===== src/rtl/lrp_synd_init.sv =====
// lrp_synd_init: frame-level front end for a Chase-style BCH decoder.
// Accumulates the hard-decision syndromes S1/S3/S5 over one received frame
// and keeps the three least-reliable positions as {a^5p, a^3p, a^p} triples.
// A start pulse (in any state) restarts the frame; the reset is asynchronous.
module lrp_synd_init #(
  parameter int GF_LEN = 10,
  parameter int CODE_LEN = 1023,
  parameter logic [GF_LEN:0] PRIM_POLY = 11'h409,
  parameter int REL_LEN = 4
) (
  input  logic                  clk,
  input  logic                  in_ctr_Arst,
  input  logic                  in_ctr_start,
  input  logic                  in_valid,
  input  logic                  in_hd_bit,
  input  logic [REL_LEN-1:0]    in_rel,
  output logic                  out_busy,
  output logic                  out_valid,
  output logic [GF_LEN-1:0]     out_hd_synd1,
  output logic [GF_LEN-1:0]     out_hd_synd3,
  output logic [GF_LEN-1:0]     out_hd_synd5,
  output logic [3*GF_LEN-1:0]   out_alpha1,
  output logic [3*GF_LEN-1:0]   out_alpha2,
  output logic [3*GF_LEN-1:0]   out_alpha3
);

  localparam int CNT_W = $clog2(CODE_LEN + 1);
  localparam logic [CNT_W-1:0] LAST_IDX = CNT_W'(CODE_LEN - 1);
  localparam logic [1:0] S_IDLE = 2'd0;
  localparam logic [1:0] S_ACC  = 2'd1;
  localparam logic [1:0] S_DONE = 2'd2;
  localparam logic [GF_LEN-1:0] GF_ONE = {{(GF_LEN-1){1'b0}}, 1'b1};
  // One LRP slot: {occupied, rel, a^5p, a^3p, a^p}; an all-zero slot is empty
  // and therefore already drives zeros on its alpha bus.
  localparam int SLOT_W = 1 + REL_LEN + 3 * GF_LEN;

  // Multiply by alpha n times, reducing modulo the primitive polynomial.
  function automatic logic [GF_LEN-1:0] gf_mul_alpha_n(input logic [GF_LEN-1:0] x,
                                                       input int n);
    logic [GF_LEN-1:0] r;
    r = x;
    for (int k = 0; k < n; k++) begin
      if (r[GF_LEN-1]) begin
        r = {r[GF_LEN-2:0], 1'b0} ^ PRIM_POLY[GF_LEN-1:0];
      end else begin
        r = {r[GF_LEN-2:0], 1'b0};
      end
    end
    return r;
  endfunction

  logic [1:0]           state_q, state_d;
  logic                 busy_q, busy_d;
  logic                 valid_q, valid_d;
  logic [CNT_W-1:0]     cnt_q, cnt_d;
  logic [GF_LEN-1:0]    p1_q, p1_d, p3_q, p3_d, p5_q, p5_d;
  logic [GF_LEN-1:0]    s1_q, s1_d, s3_q, s3_d, s5_q, s5_d;
  logic [SLOT_W-1:0]    slot_q [3];
  logic [SLOT_W-1:0]    slot_d [3];
  logic [SLOT_W-1:0]    new_slot_s;
  logic                 accept_s;
  logic [2:0]           lt_s;

  // Next-state logic: restart, sample acceptance, syndrome and LRP update.
  always_comb begin
    state_d    = state_q;
    busy_d     = busy_q;
    valid_d    = valid_q;
    cnt_d      = cnt_q;
    p1_d       = p1_q;
    p3_d       = p3_q;
    p5_d       = p5_q;
    s1_d       = s1_q;
    s3_d       = s3_q;
    s5_d       = s5_q;
    slot_d     = slot_q;
    new_slot_s = {1'b1, in_rel, p5_q, p3_q, p1_q};
    accept_s   = (state_q == S_ACC) && in_valid && !in_ctr_start;
    // Empty slots compare as "greater than any rel"; strict less-than keeps
    // the earlier position ahead on ties.
    for (int i = 0; i < 3; i++) begin
      lt_s[i] = !slot_q[i][SLOT_W-1] || (in_rel < slot_q[i][SLOT_W-2 -: REL_LEN]);
    end

    if (in_ctr_start) begin
      state_d = S_ACC;
      busy_d  = 1'b1;
      valid_d = 1'b0;
      cnt_d   = '0;
      p1_d    = GF_ONE;
      p3_d    = GF_ONE;
      p5_d    = GF_ONE;
      s1_d    = '0;
      s3_d    = '0;
      s5_d    = '0;
      for (int i = 0; i < 3; i++) begin
        slot_d[i] = '0;
      end
    end else if (accept_s) begin
      if (in_hd_bit) begin
        s1_d = s1_q ^ p1_q;
        s3_d = s3_q ^ p3_q;
        s5_d = s5_q ^ p5_q;
      end else begin
        s1_d = s1_q;
        s3_d = s3_q;
        s5_d = s5_q;
      end
      p1_d  = gf_mul_alpha_n(p1_q, 1);
      p3_d  = gf_mul_alpha_n(p3_q, 3);
      p5_d  = gf_mul_alpha_n(p5_q, 5);
      cnt_d = cnt_q + CNT_W'(1);
      if (lt_s[0]) begin
        slot_d[2] = slot_q[1];
        slot_d[1] = slot_q[0];
        slot_d[0] = new_slot_s;
      end else if (lt_s[1]) begin
        slot_d[2] = slot_q[1];
        slot_d[1] = new_slot_s;
      end else if (lt_s[2]) begin
        slot_d[2] = new_slot_s;
      end else begin
        slot_d = slot_q;
      end
      if (cnt_q == LAST_IDX) begin
        state_d = S_DONE;
        busy_d  = 1'b0;
        valid_d = 1'b1;
      end else begin
        state_d = S_ACC;
      end
    end else begin
      state_d = state_q;
    end
  end

  // State registers; the asynchronous reset discards any frame in progress.
  always_ff @(posedge clk or posedge in_ctr_Arst) begin
    if (in_ctr_Arst) begin
      state_q <= S_IDLE;
      busy_q  <= 1'b0;
      valid_q <= 1'b0;
      cnt_q   <= '0;
      p1_q    <= '0;
      p3_q    <= '0;
      p5_q    <= '0;
      s1_q    <= '0;
      s3_q    <= '0;
      s5_q    <= '0;
      for (int i = 0; i < 3; i++) begin
        slot_q[i] <= '0;
      end
    end else begin
      state_q <= state_d;
      busy_q  <= busy_d;
      valid_q <= valid_d;
      cnt_q   <= cnt_d;
      p1_q    <= p1_d;
      p3_q    <= p3_d;
      p5_q    <= p5_d;
      s1_q    <= s1_d;
      s3_q    <= s3_d;
      s5_q    <= s5_d;
      for (int i = 0; i < 3; i++) begin
        slot_q[i] <= slot_d[i];
      end
    end
  end

  assign out_busy     = busy_q;
  assign out_valid    = valid_q;
  assign out_hd_synd1 = s1_q;
  assign out_hd_synd3 = s3_q;
  assign out_hd_synd5 = s5_q;
  assign out_alpha1   = slot_q[0][3*GF_LEN-1:0];
  assign out_alpha2   = slot_q[1][3*GF_LEN-1:0];
  assign out_alpha3   = slot_q[2][3*GF_LEN-1:0];

endmodule

===== config.mk =====
export PLATFORM = sky130hd
export DESIGN_NAME = lrp_synd_init
export DESIGN_NICKNAME = d
export VERILOG_FILES = /design/src/rtl/lrp_synd_init.sv
export SDC_FILE = /design/constraint.sdc
export NUM_CORES = 1
export LEC_CHECK = 0
export ABC_CLOCK_PERIOD_IN_PS = 8300
export CAP_MARGIN = 0
export CORE_ASPECT_RATIO = 1.25
export CORE_MARGIN = 2
export CORE_UTILIZATION = 38
export CTS_BUF_LIST = sky130_fd_sc_hd__clkbuf_16
export CTS_CLUSTER_SIZE = 16
export DETAILED_ROUTE_END_ITERATION = 6
export SLEW_MARGIN = 20
export SYNTH_ARGS = -nofsm -noshare
export SYNTH_HDL_FRONTEND = slang
export SYNTH_SLANG_ARGS = --single-unit
export TNS_END_PERCENT = 1

===== constraint.sdc =====
create_clock -name clk -period 8.3 [get_ports clk]
set_input_delay 1.245 -clock clk [delete_from_list [all_inputs] [get_ports clk]]
set_output_delay 1.245 -clock clk [all_outputs]
set_load 0.05 [all_outputs]

======== Word level (Yosys, flattened, before mapping) ========
Index checks and enable logic that the tools add are counted.
word-level totals
  output and inout bits ................... 122
  flip-flop bits (word level) ............. 179
  logic and storage cells ................. 103
operators by class
  mux-type cells .......................... 52
  reductions and logical operators ........ 20
  bitwise logic cells ..................... 12
  $add $sub $neg .......................... 1
  eq/ne operators ......................... 2
  $lt $le $gt $ge ......................... 3
operators by type and width
  cell                                            count
  two-way mux 105 bit                             3
  two-way mux 10 bit                              29
  two-way mux 70 bit                              1
  two-way mux 4 bit                               9
  two-way mux 35 bit                              1
  XOR 10 bit                                      3
  NOT 2 bit                                       9
  less-than comparator 4 bit                      3
  adder 10 x 1 -> 10 bit (second input constant)  1
  == test 10 bit (second input constant)          1
  AND reduction 2 bit                             5
  nonzero test 2 bit                              4
  two-way mux 1 bit                               6
  two-way mux 2 bit                               3
  zero test 1 bit                                 4
  nonzero test 4 bit                              1
  logical OR 1 bit                                3
  nonzero test 3 bit                              1
  == test 2 x 1 -> 1 bit (second input constant)  1
  logical AND 1 bit                               2

======== Longest topological paths before layout ========
Gate-level depths: netlist (run 1).
  depth after elaboration ................. 21
  gate-level depth with buffers ........... 9
  depth with buffers taken out ............ 8

======== Least setup slack after synthesis (run 1) ========
OpenSTA, ideal clock, no wires.
  kind .................................... input-to-reg
  start point ............................. input in_rel[1]
  end point ............................... register slot_q, in the netlist out_alpha2[1]
  arrival time ............................ 2.934 ns
  path slack .............................. 5.241 ns
  data required time ...................... 8.175 ns
  setup time .............................. 0.125 ns
  path buffers ............................ 1
  stages .................................. 7
  cell sequence ........................... ha_1 a2111oi_2 nor3_4 nand2_2 a21oi_4 buf_4 mux2_2
between the ends
  cells in the longest elaborated chain, start to end .. 5
  elaborated cells on any way between the ends .. 9
  those cells by class .................... 2 x order compare; 3 x mux; 4 x reduce/logical
ends and longest elaborated chain
  what                            RTL line  source
  start: declaration              16        input logic [REL_LEN-1:0] in_rel,
  less-than comparator 4 bit      82        lt_s[i] = !slot_q[i][SLOT_W-1] || (in_rel < slot_q[i][SLOT_W-2 -: REL_LEN]);
  logical OR 1 bit                82
  two-way mux 105 bit             113       if (lt_s[0]) begin
  two-way mux 105 bit             99        end else if (accept_s) begin
  two-way mux 105 bit             85        if (in_ctr_start) begin
  end signal: indexed assignment  165       slot_q[i] <= slot_d[i];
  end: declaration                58        logic [SLOT_W-1:0] slot_q [3];
Several ways; a longest one is shown, not always the timed one. The select of a mux whose other input is x is not followed.
A chain may end at the register's enable or synchronous reset.

======== Worst setup path after layout (run 1) ========
  start point ............................. input in_rel[3]
  end point ............................... register slot_q, in the netlist out_alpha2[16]
The elaborated chain is that of the path after synthesis.

==> key figures, run 1 <==
Global routing
  – First-pass GRT wire length: 34.6 mm
  – Vias in the first global route: 5878
  – Total gr overflow: 0
  – Largest net degree at the start of global routing: 97
  – Initial antenna violation count: 0
  – Total Routing Usage GR: 18.2%

Routing
  – Wirelength per Cell: 19.6 microns
  – Antenna viol nets, final: 0
  – Via density: 5.31
  – Post-Route WL: 22.1 mm
  – Router iterations before antenna repair: 5
  – Initial DRC Count: 349
  – Vias: 5979
  – # DRC: 0

Worst setup path
  – CP dominant cell by count: buf_4
  – R2r worst-path depth: 9
  – Worst r2r src: slot_q[101]$_DFFE_PP0P_
  – Worst Path Required: 8.61 ns
  – CP startpoint kind: input pin
  – CP max FO: 40
  – Crit Path Class: in -> reg
  – Flop2flop setup slack: 4.63 ns
  – FF-to-FF End: out_alpha2[16]$_DFFE_PP0P_
  – Critical path data arrival time: 4.98 ns
  – Slowest stage delay, CP: 0.67 ns
  – Bufs and invs on worst path: 3
  – Crit end category: flip-flop
  – Cells along the critical path: clkdlybuf4s50_1 > ha_1 > o21ai_0 > nor3_4 > buf_4 > nand2_2 > a21oi_4 > buf_4 > mux2_2
  – Worst-path cell with the longest stage delay: a21oi_4
  – Crit path max-delay family: buffers and inverters

Layout
  – ANT cells: 0
  – Area grow syn2layout: 16.9%
  – Nets@finish: 848
  – Most frequent cells in the layout: 179 x dfrtp_1, 129 x clkdlybuf4s50_1, 81 x nand2_1
  – Area taken by multi-input logic gates: 3340 sq um
  – Design Area, Final: 10300 sq um
  – # fillers: 2175
  – Sequential cell area: 4480 sq um
  – Commonest non-fill, non-tap cell in the layout: dfrtp_1
  – Share of cells above drive strength 1: 10.1%

Clock network
  – Root Driver: clkbuf_16
  – CTS tree: built
  – Num CTS Buffers: 17
  – Resize count post-CTS: 0
  – Clock latency on the worst-skew pair: 0.43 ns
  – Clock transition at path regs: 0.07 ns
  – Largest buffer count on any clock path: 2
  – Htree depth: 4
  – Hold buffers post-CTS: 0
  – Post CTS Setup Buffer Count: 0
  – Clk sink count: 179

Logic synthesis
  – Largest cells by area after synthesis: dfrtp_1 51%, buf_4 8.0%, a22o_1 6.5%, mux2_2 3.7%, nand2_1 3.5%
  – Seq/Total Area, Yosys: 51.1%
  – Distinct cells, synth: 40
  – Post-synth ARST share: 100%
  – Synthesis-stage register bit count: 179
  – Prevailing post-synth register cell: dfrtp_1
  – Area leader, netlist: dfrtp_1
  – Synth warn: 0
  – Synthesized instance count: 822
  – Post-synth EDFFs: 0
  – Mapped Avg Cell Area: 10.7 sq um
  – Post-synth top area share: 51.1%
  – Post-Syn Nets: 842
  – Post-Syn Area: 8770 sq um

Die
  – I/O pin count: 131
  – Vert. Die Dim: 174 microns
  – Initial cell density of the core: 38.5%
  – Num rows: 62
  – Width of the die: 140 microns
  – Total die area: 24300 sq um
  – Core ar.: 22800 sq um

Power and ir drop
  – Worst vdd ir: 0.000146 V
  – Leak: 4.38 nW
  – Power density over the cells: 198 nW/um^2
  – Power, Total: 2.03 mW

STA
  – Clock Skews: 0.0106 ns
  – Setup tns final: 0 ns
  – Final Max Tran Viols: 0
  – Least-Margin Pin Slew: 1.02 ns
  – Fin. Hold Viols: 0
  – Final setup fails: 0
  – RSZ-0062 raised after global routing: false
  – Fmax: 214 MHz
  – Final Critical Period: 4.67 ns
  – Slew Limit Headroom: 32.1%
  – Crit share post-route: 56.2%

Min path
  – Worst Hold Path EP: out_alpha3[9]$_DFFE_PP0P_
  – Hold-critical path depth: 1
  – Hold Crit Start: out_alpha3[9]$_DFFE_PP0P_
  – Hold crit path type: reg -> reg

Placed design
  – Detailed Place HPWL: 13.9 mm
  – Post-DP Area: 9610 sq um
  – GPL Wtd Cong: 0.741
  – Port-buffer cells: 130

Flow run
  – Number of max-cap violations: 0

Run status
  – Status: finished clean
registers in the layout (all words and copies together), names as in the netlist, 15 cells and up:
register	count
out_alpha1	30
out_alpha2	30
out_alpha3	30
slot_q	15
worst reg2reg max path, cell delays in order (launching register included):
cell and delay (ns):
dfrtp_1 0.37, inv_1 0.05, ha_1 0.30, a2111oi_2 0.08, nor3_4 0.17, buf_4 0.46
nand2_2 0.63, a21oi_4 0.68, buf_4 0.42, mux2_2 0.39
cells in the mapped netlist (all sizes together) (4+ instances only):
cell,instances
nor3,5
xor2,34
inv,14
nand2,82
buf,112
ha,11
mux2,31
o21ai,9
nand4,4
nor2,55
nand2b,4
clkbuf,42
a21oi,26
a211oi,10
xnor2,10
o2bb2ai,34
nand3,38
or3,5
a2bb2oi,34
a22o,65
dfrtp,179
final cells by class:
type                       count  share of cell area, %
multi-input combinational    475                   32.5
inverter                      14                  0.561
tap                          288                   3.51
timing repair buffer         141                   13.7
clock inverter                12                   1.87
sequential                   179                   43.7
clock buffer                  17                   4.15
layer usage:
layer  share of wire (%)  vias to the layer above  global-route usage, %
met5                   0                        -                      0
met1                  44                     3008                   24.0
met2                  51                      147                   30.8
li1                    -                     2801                      -
met3                 3.6                       23                   2.82
met4                 2.0                        0                   6.00
worst max path at each step:
stage / startpoint / endpoint / cells after the start
4_1_cts: in_rel[3] / out_alpha2[16]$_DFFE_PP0P_ / 9
3_3_place_gp: in_rel[3] / out_alpha2[15]$_DFFE_PP0P_ / 9
3_5_place_dp: in_rel[3] / out_alpha2[11]$_DFFE_PP0P_ / 9
6_report: in_rel[3] / out_alpha2[16]$_DFFE_PP0P_ / 9
5_1_grt: in_rel[3] / out_alpha2[15]$_DFFE_PP0P_ / 9
2_1_floorplan: in_ctr_Arst / cnt_q[0]$_DFFE_PP0N_ / 1
cell families (layout without fill, tap and decap cells):
| logic type | Yosys count | after routing | share of synthesized area [%] |
|---|---|---|---|
| and+or+nand+nor | 201 | 201 | 10.2 |
| buffers and inverters | 168 | 184 | 11.4 |
| AOI/OAI and AO/OA | 185 | 185 | 17.1 |
| xor gates and xnor gates | 44 | 44 | 4.39 |
| muxes | 34 | 34 | 4.32 |
| DFF | 179 | 179 | 51.1 |
| adders and majority gates | 11 | 11 | 1.57 |
report_power, final:
part | internal [mW] | switching (mW)
sequential | 0.899 | 0.0342
combinational | 0.0739 | 0.159
clock | 0.527 | 0.336
total | 1.50 | 0.529
through the flow:
| stage | utilization, % | instances | hold WS (ns) | worst slack [ns] |
|---|---|---|---|---|
| floorplan | - | 822 | 0.456 | 2.20 |
| global placement | 42.1 | 1096 | 0.477 | 3.26 |
| detailed placement | 42.1 | 1096 | 0.474 | 3.24 |
| CTS | 44.8 | 1125 | 0.493 | 3.68 |
| global route | 45.0 | 1126 | 0.510 | 3.40 |
| finish | 45.0 | 1126 | 0.489 | 3.63 |
(Power assumes the default switching activity.)
==> run 2: changes to the inputs <==
--- a/config.mk
+++ b/config.mk
@@ -5,7 +5,7 @@
 export SDC_FILE = /design/constraint.sdc
 export NUM_CORES = 1
 export LEC_CHECK = 0
-export ABC_CLOCK_PERIOD_IN_PS = 8300
+export ABC_CLOCK_PERIOD_IN_PS = 4400
 export CAP_MARGIN = 0
 export CORE_ASPECT_RATIO = 1.25
 export CORE_MARGIN = 2
==> constraint.sdc (replaced) <==
create_clock -name clk -period 4.4 [get_ports clk]
set_input_delay 0.66 -clock clk [delete_from_list [all_inputs] [get_ports clk]]
set_output_delay 0.66 -clock clk [all_outputs]
set_load 0.05 [all_outputs]
==> run 2 against run 1 <==
Via count up 1.3%. Final cell count up 1.2%. Critical path type unchanged. Critical endpoint is now out_alpha2[27]$_DFFE_PP0P_. Critical path depth down 1. Non-clock buffer count up 10. Global-route usage up 0.11 points. Cell area about the same. Register-to-register slack worse by 3.2 ns.
==> key figures, run 2 (synthesis results as in run 1) <==
Min path
  – Hold crit path type: reg -> reg

Clock network
  – Clk sink count: 179
  – Htree depth: 4
  – Resize count post-CTS: 0
  – Num CTS Buffers: 17
  – Clock latency on the worst-skew pair: 0.42 ns
  – Largest buffer count on any clock path: 2
  – Clock transition at path regs: 0.07 ns
  – Post CTS Setup Buffer Count: 0
  – Root Driver: clkbuf_16
  – Hold buffers post-CTS: 0
  – CTS tree: built

Power and ir drop
  – Leak: 4.39 nW
  – Power density over the cells: 353 nW/um^2
  – Worst vdd ir: 0.000270 V

Routing
  – Vias: 6056
  – Initial DRC Count: 382
  – Router iterations before antenna repair: 4
  – Wirelength per Cell: 19.2 microns
  – Post-Route WL: 21.8 mm
  – # DRC: 0
  – Antenna viol nets, final: 0
  – Via density: 5.32

Layout
  – Area grow syn2layout: 17.0%
  – Commonest non-fill, non-tap cell in the layout: dfrtp_1
  – ANT cells: 0
  – Share of cells above drive strength 1: 11.3%
  – Most frequent cells in the layout: 179 x dfrtp_1, 129 x clkdlybuf4s50_1, 81 x nand2_1
  – Final Util: 45.0%
  – Post-route insts no fill: 1139
  – Nets@finish: 858

Global routing
  – Initial antenna violation count: 1
  – Total gr overflow: 0
  – First-pass GRT wire length: 35.3 mm
  – Vias in the first global route: 6153
  – Total Routing Usage GR: 18.3%
  – Largest net degree at the start of global routing: 72

Run status
  – Status: finished clean

Flow run
  – Number of max-cap violations: 0

STA
  – Final Critical Period: 3.36 ns
  – Least-Margin Pin Slew: 1.09 ns
  – Setup tns final: 0 ns
  – Crit share post-route: 76.3%
  – Final setup margin: 1.04 ns
  – Final setup fails: 0
  – Slew Limit Headroom: 27.2%
  – Fmax: 298 MHz
  – Clock Skews: 0.00811 ns
  – RSZ-0062 raised after global routing: false
  – Hold Slack: 0.492 ns
  – Fin. Hold Viols: 0
  – Final Max Tran Viols: 0

Die
  – Width of the die: 140 microns
  – Core ar.: 22800 sq um
  – Num rows: 62
  – Initial cell density of the core: 38.5%
  – Total die area: 24300 sq um
  – I/O pin count: 131
  – Vert. Die Dim: 174 microns

Placed design
  – Placed insts: 1107
  – GPL Wtd Cong: 0.763
  – Port-buffer cells: 130
  – Detailed Place HPWL: 14.5 mm
  – Setup Slack @ Placement: 0.575 ns

Worst setup path
  – Worst Path Required: 4.70 ns
  – Critical path data arrival time: 3.66 ns
  – CP max FO: 19
  – Crit Path Class: in -> reg
  – CP startpoint kind: input pin
  – Crit end category: flip-flop
-- run 2: cell count changes in the layout (fill, tap and decap cells not counted), moves of 2 or more --
| cell | before | now |
|---|---|---|
| buf_4 | 9 | 18 |
| clkinvlp_4 | 2 | 4 |
| clkinv_2 | 2 | 4 |
| clkinv_4 | 0 | 3 |
| bufinv_16 | 5 | 1 |
| buf_12 | 0 | 2 |
-- run 2: worst paths after layout --
check	slack [ns]	endpoint	cells past startpoint	from
max in group asynchronous	2.96	out_hd_synd3[0]$_DFFE_PP0P_	3	in_ctr_Arst
min reg2reg	0.49	out_alpha3[4]$_DFFE_PP0P_	1	out_alpha3[4]$_DFFE_PP0P_
max reg2reg	1.45	out_alpha2[27]$_DFFE_PP0P_	8	slot_q[101]$_DFFE_PP0P_
min	0.49	out_alpha3[4]$_DFFE_PP0P_	1	out_alpha3[4]$_DFFE_PP0P_
min in group asynchronous	0.65	out_alpha3[4]$_DFFE_PP0P_	2	in_ctr_Arst
max	1.04	out_alpha2[27]$_DFFE_PP0P_	8	in_rel[1]
-- run 2: metrics by stage --
stage	total power, mW	cell area, sq um
finish	3.62	10300
global placement	2.23	9700
global route	3.77	10300
CTS	3.67	10300
detailed placement	2.24	9710
floorplan	2.11	8770
-- run 2: worst max-delay path: stages --
cell and delay [ns]:
clkdlybuf4s50_1 0.52, ha_1 0.36, a2111oi_2 0.08, nor3_4 0.60
nand2_2 0.45, a21oi_4 0.27, buf_4 0.32, mux2_2 0.38
-- run 2: where the power goes --
group	switching (mW)	leakage [nW]	internal, mW
registers	0.0629	2.45	1.69
logic	0.302	1.67	0.146
clock network	0.639	0.269	0.773
-- run 2: layout make-up --
class,count,area (sq um)
clock buffer,17,425
timing repair buffer,151,1490
tap,288,360
clock inverter,15,119
sequential,179,4480
fill,2190,12500
inverter,14,56.3
multi-input combinational,475,3330
-- run 2: routing by layer --
layer	up-vias	GRT usage [%]	wire length, microns
met5	-	0	13
li1	2824	-	-
met2	129	30.1	10800
met4	2	5.25	280
met1	3083	24.6	9930
met3	18	3.62	845
==> run 3: changes to the inputs <==
--- a/config.mk
+++ b/config.mk
@@ -5,7 +5,7 @@
 export SDC_FILE = /design/constraint.sdc
 export NUM_CORES = 1
 export LEC_CHECK = 0
-export ABC_CLOCK_PERIOD_IN_PS = 4400
+export ABC_CLOCK_PERIOD_IN_PS = 3400
 export CAP_MARGIN = 0
 export CORE_ASPECT_RATIO = 1.25
 export CORE_MARGIN = 2
==> constraint.sdc (replaced) <==
create_clock -name clk -period 3.4 [get_ports clk]
set_input_delay 0.51 -clock clk [delete_from_list [all_inputs] [get_ports clk]]
set_output_delay 0.51 -clock clk [all_outputs]
set_load 0.05 [all_outputs]
==> run 3 against run 2 <==
Cell area rose by 0.88%. Register-to-register slack got worse by 0.41 ns. Die area did not move. Clock-buffer cell count did not move. First-iteration DRC count rose by 14%.
==> key figures, run 3 (synthesis results as in run 1) <==
Global routing
  – Largest net degree at the start of global routing: 77
  – Vias in the first global route: 6151
  – Total Routing Usage GR: 18.6%
  – Initial antenna violation count: 0
  – Total gr overflow: 0
  – First-pass GRT wire length: 35.7 mm

STA
  – Final setup margin: 0.784 ns
  – RSZ-0062 raised after global routing: false
  – Final Max Tran Viols: 0
  – Setup tns final: 0 ns
  – Final setup fails: 0
  – Fin. Hold Viols: 0
  – Least-Margin Pin Slew: 0.792 ns
  – Hold Slack: 0.341 ns
  – Slew Limit Headroom: 47.2%
  – Final Critical Period: 2.62 ns
  – Crit share post-route: 76.9%
  – Clock Skews: 0.0118 ns
  – Fmax: 382 MHz

Worst setup path
  – Worst Path Required: 3.74 ns
  – Worst r2r src: slot_q[101]$_DFFE_PP0P_
  – FF-to-FF End: slot_q[32]$_DFFE_PP0P_
  – CP max FO: 20
  – Crit end category: flip-flop
  – CP startpoint kind: input pin
  – Crit Path Class: in -> reg
  – Crit path capture: slot_q[32]$_DFFE_PP0P_
  – Flop2flop setup slack: 1.04 ns
  – Slowest stage delay, CP: 0.56 ns
  – Worst-path cell with the longest stage delay: a21oi_4
  – CP Launch Point: in_rel[1]
  – Cells along the critical path: clkdlybuf4s50_1 > ha_1 > a2111oi_2 > nor3_4 > nand3_1 > a21oi_4 > buf_16 > o2bb2ai_1
  – R2r worst-path depth: 8
  – Critical path data arrival time: 2.96 ns

Power and ir drop
  – Power, Total: 4.70 mW
  – Leak: 4.43 nW
  – Sw Ratio: 27.9%
  – Switch Pwr: 1.31 mW
  – Worst vdd ir: 0.000400 V
  – Part of the power in the clock network: 39.0%
  – Register share of total power: 48.3%
  – Cell internal pwr: 3.39 mW
  – Gate power share: 12.6%
  – Power density over the cells: 455 nW/um^2

Layout
  – Area grow syn2layout: 18.0%
  – Nets@finish: 864
  – Design Area, Final: 10300 sq um
  – Share of cells above drive strength 1: 11.7%
  – ANT cells: 0
  – Most frequent cells in the layout: 179 x dfrtp_1, 129 x clkdlybuf4s50_1, 81 x nand2_1
  – Commonest non-fill, non-tap cell in the layout: dfrtp_1

Clock network
  – Num CTS Buffers: 17
  – Root Driver: clkbuf_16
  – CTS tree: built
  – Clk sink count: 179
  – Htree depth: 4
  – Clock latency on the worst-skew pair: 0.43 ns
  – Largest buffer count on any clock path: 2
  – Post CTS Setup Buffer Count: 0
  – Hold buffers post-CTS: 0
  – Clock transition at path regs: 0.07 ns
  – Resize count post-CTS: 0

Routing
  – # DRC: 0
  – Vias: 6094
  – Router iterations before antenna repair: 5
  – Antenna viol nets, final: 0
  – Wirelength per Cell: 19.2 microns
  – Initial DRC Count: 437
  – Post-Route WL: 22.0 mm
  – Via density: 5.32

Die
  – Vert. Die Dim: 174 microns
  – Core ar.: 22800 sq um
  – Total die area: 24300 sq um
  – Num rows: 62
  – Initial cell density of the core: 38.5%
  – I/O pin count: 131
  – Width of the die: 140 microns

Min path
  – Hold crit path type: in -> async

Placed design
  – Port-buffer cells: 130
  – GPL Wtd Cong: 0.793
  – Detailed Place HPWL: 14.3 mm
  – Setup Slack @ Placement: 0.312 ns
  – Post-DP Area: 9810 sq um

Flow run
  – Number of max-cap violations: 0

Run status
  – Status: finished clean
run 3: critical path: cells and delay by family:
kind	cells	cell delay, ns
fa+ha+maj	1	0.36
simple gates	2	0.54
compound gates	3	0.77
buf+inv	2	0.76
run 3: layout make-up:
class | count | area [sq um]
fill | 2187 | 12500
sequential | 179 | 4480
multi-input combinational | 475 | 3330
timing repair buffer | 157 | 1580
clock buffer | 17 | 425
tap | 288 | 360
clock inverter | 15 | 114
inverter | 14 | 56.3
run 3: how the worst min path moves through the flow:
| stage | start | end | slack, ns | cells after the start |
|---|---|---|---|---|
| after floorplan | slot_q[31]$_DFFE_PP0P_ | slot_q[31]$_DFFE_PP0P_ | 0.46 | 1 |
| final | in_ctr_Arst | out_alpha3[4]$_DFFE_PP0P_ | 0.34 | 2 |
| after CTS | in_ctr_Arst | out_alpha3[4]$_DFFE_PP0P_ | 0.33 | 2 |
| after detailed placement | out_alpha3[4]$_DFFE_PP0P_ | out_alpha3[4]$_DFFE_PP0P_ | 0.47 | 1 |
| after global routing | in_ctr_Arst | out_alpha3[4]$_DFFE_PP0P_ | 0.33 | 2 |
| after global placement | slot_q[31]$_DFFE_PP0P_ | slot_q[31]$_DFFE_PP0P_ | 0.47 | 1 |
run 3: per-layer routing:
| layer | GRT usage [%] | wire length (microns) |
|---|---|---|
| met5 | 0 | 0 |
| met4 | 5.42 | 394 |
| met3 | 4.03 | 1060 |
| met2 | 30.8 | 10800 |
| met1 | 24.7 | 9700 |
run 3: through the flow:
| step | util, % | instances |
|---|---|---|
| 3_5_place_dp | 43.0 | 1113 |
| 3_3_place_gp | 42.9 | 1112 |
| 6_report | 45.4 | 1145 |
| 4_1_cts | 45.4 | 1145 |
| 2_1_floorplan | - | 822 |
| 5_1_grt | 45.4 | 1145 |
run 3: power by group through the flow:
| stage | clock, mW | combinational, mW | sequential, mW |
|---|---|---|---|
| after CTS | 1.88 | 0.606 | 2.27 |
| final | 1.84 | 0.594 | 2.27 |
| after floorplan | 0 | 0.420 | 2.31 |
| after global routing | 1.97 | 0.643 | 2.28 |
| after global placement | 0 | 0.594 | 2.31 |
| after detailed placement | 0 | 0.603 | 2.31 |
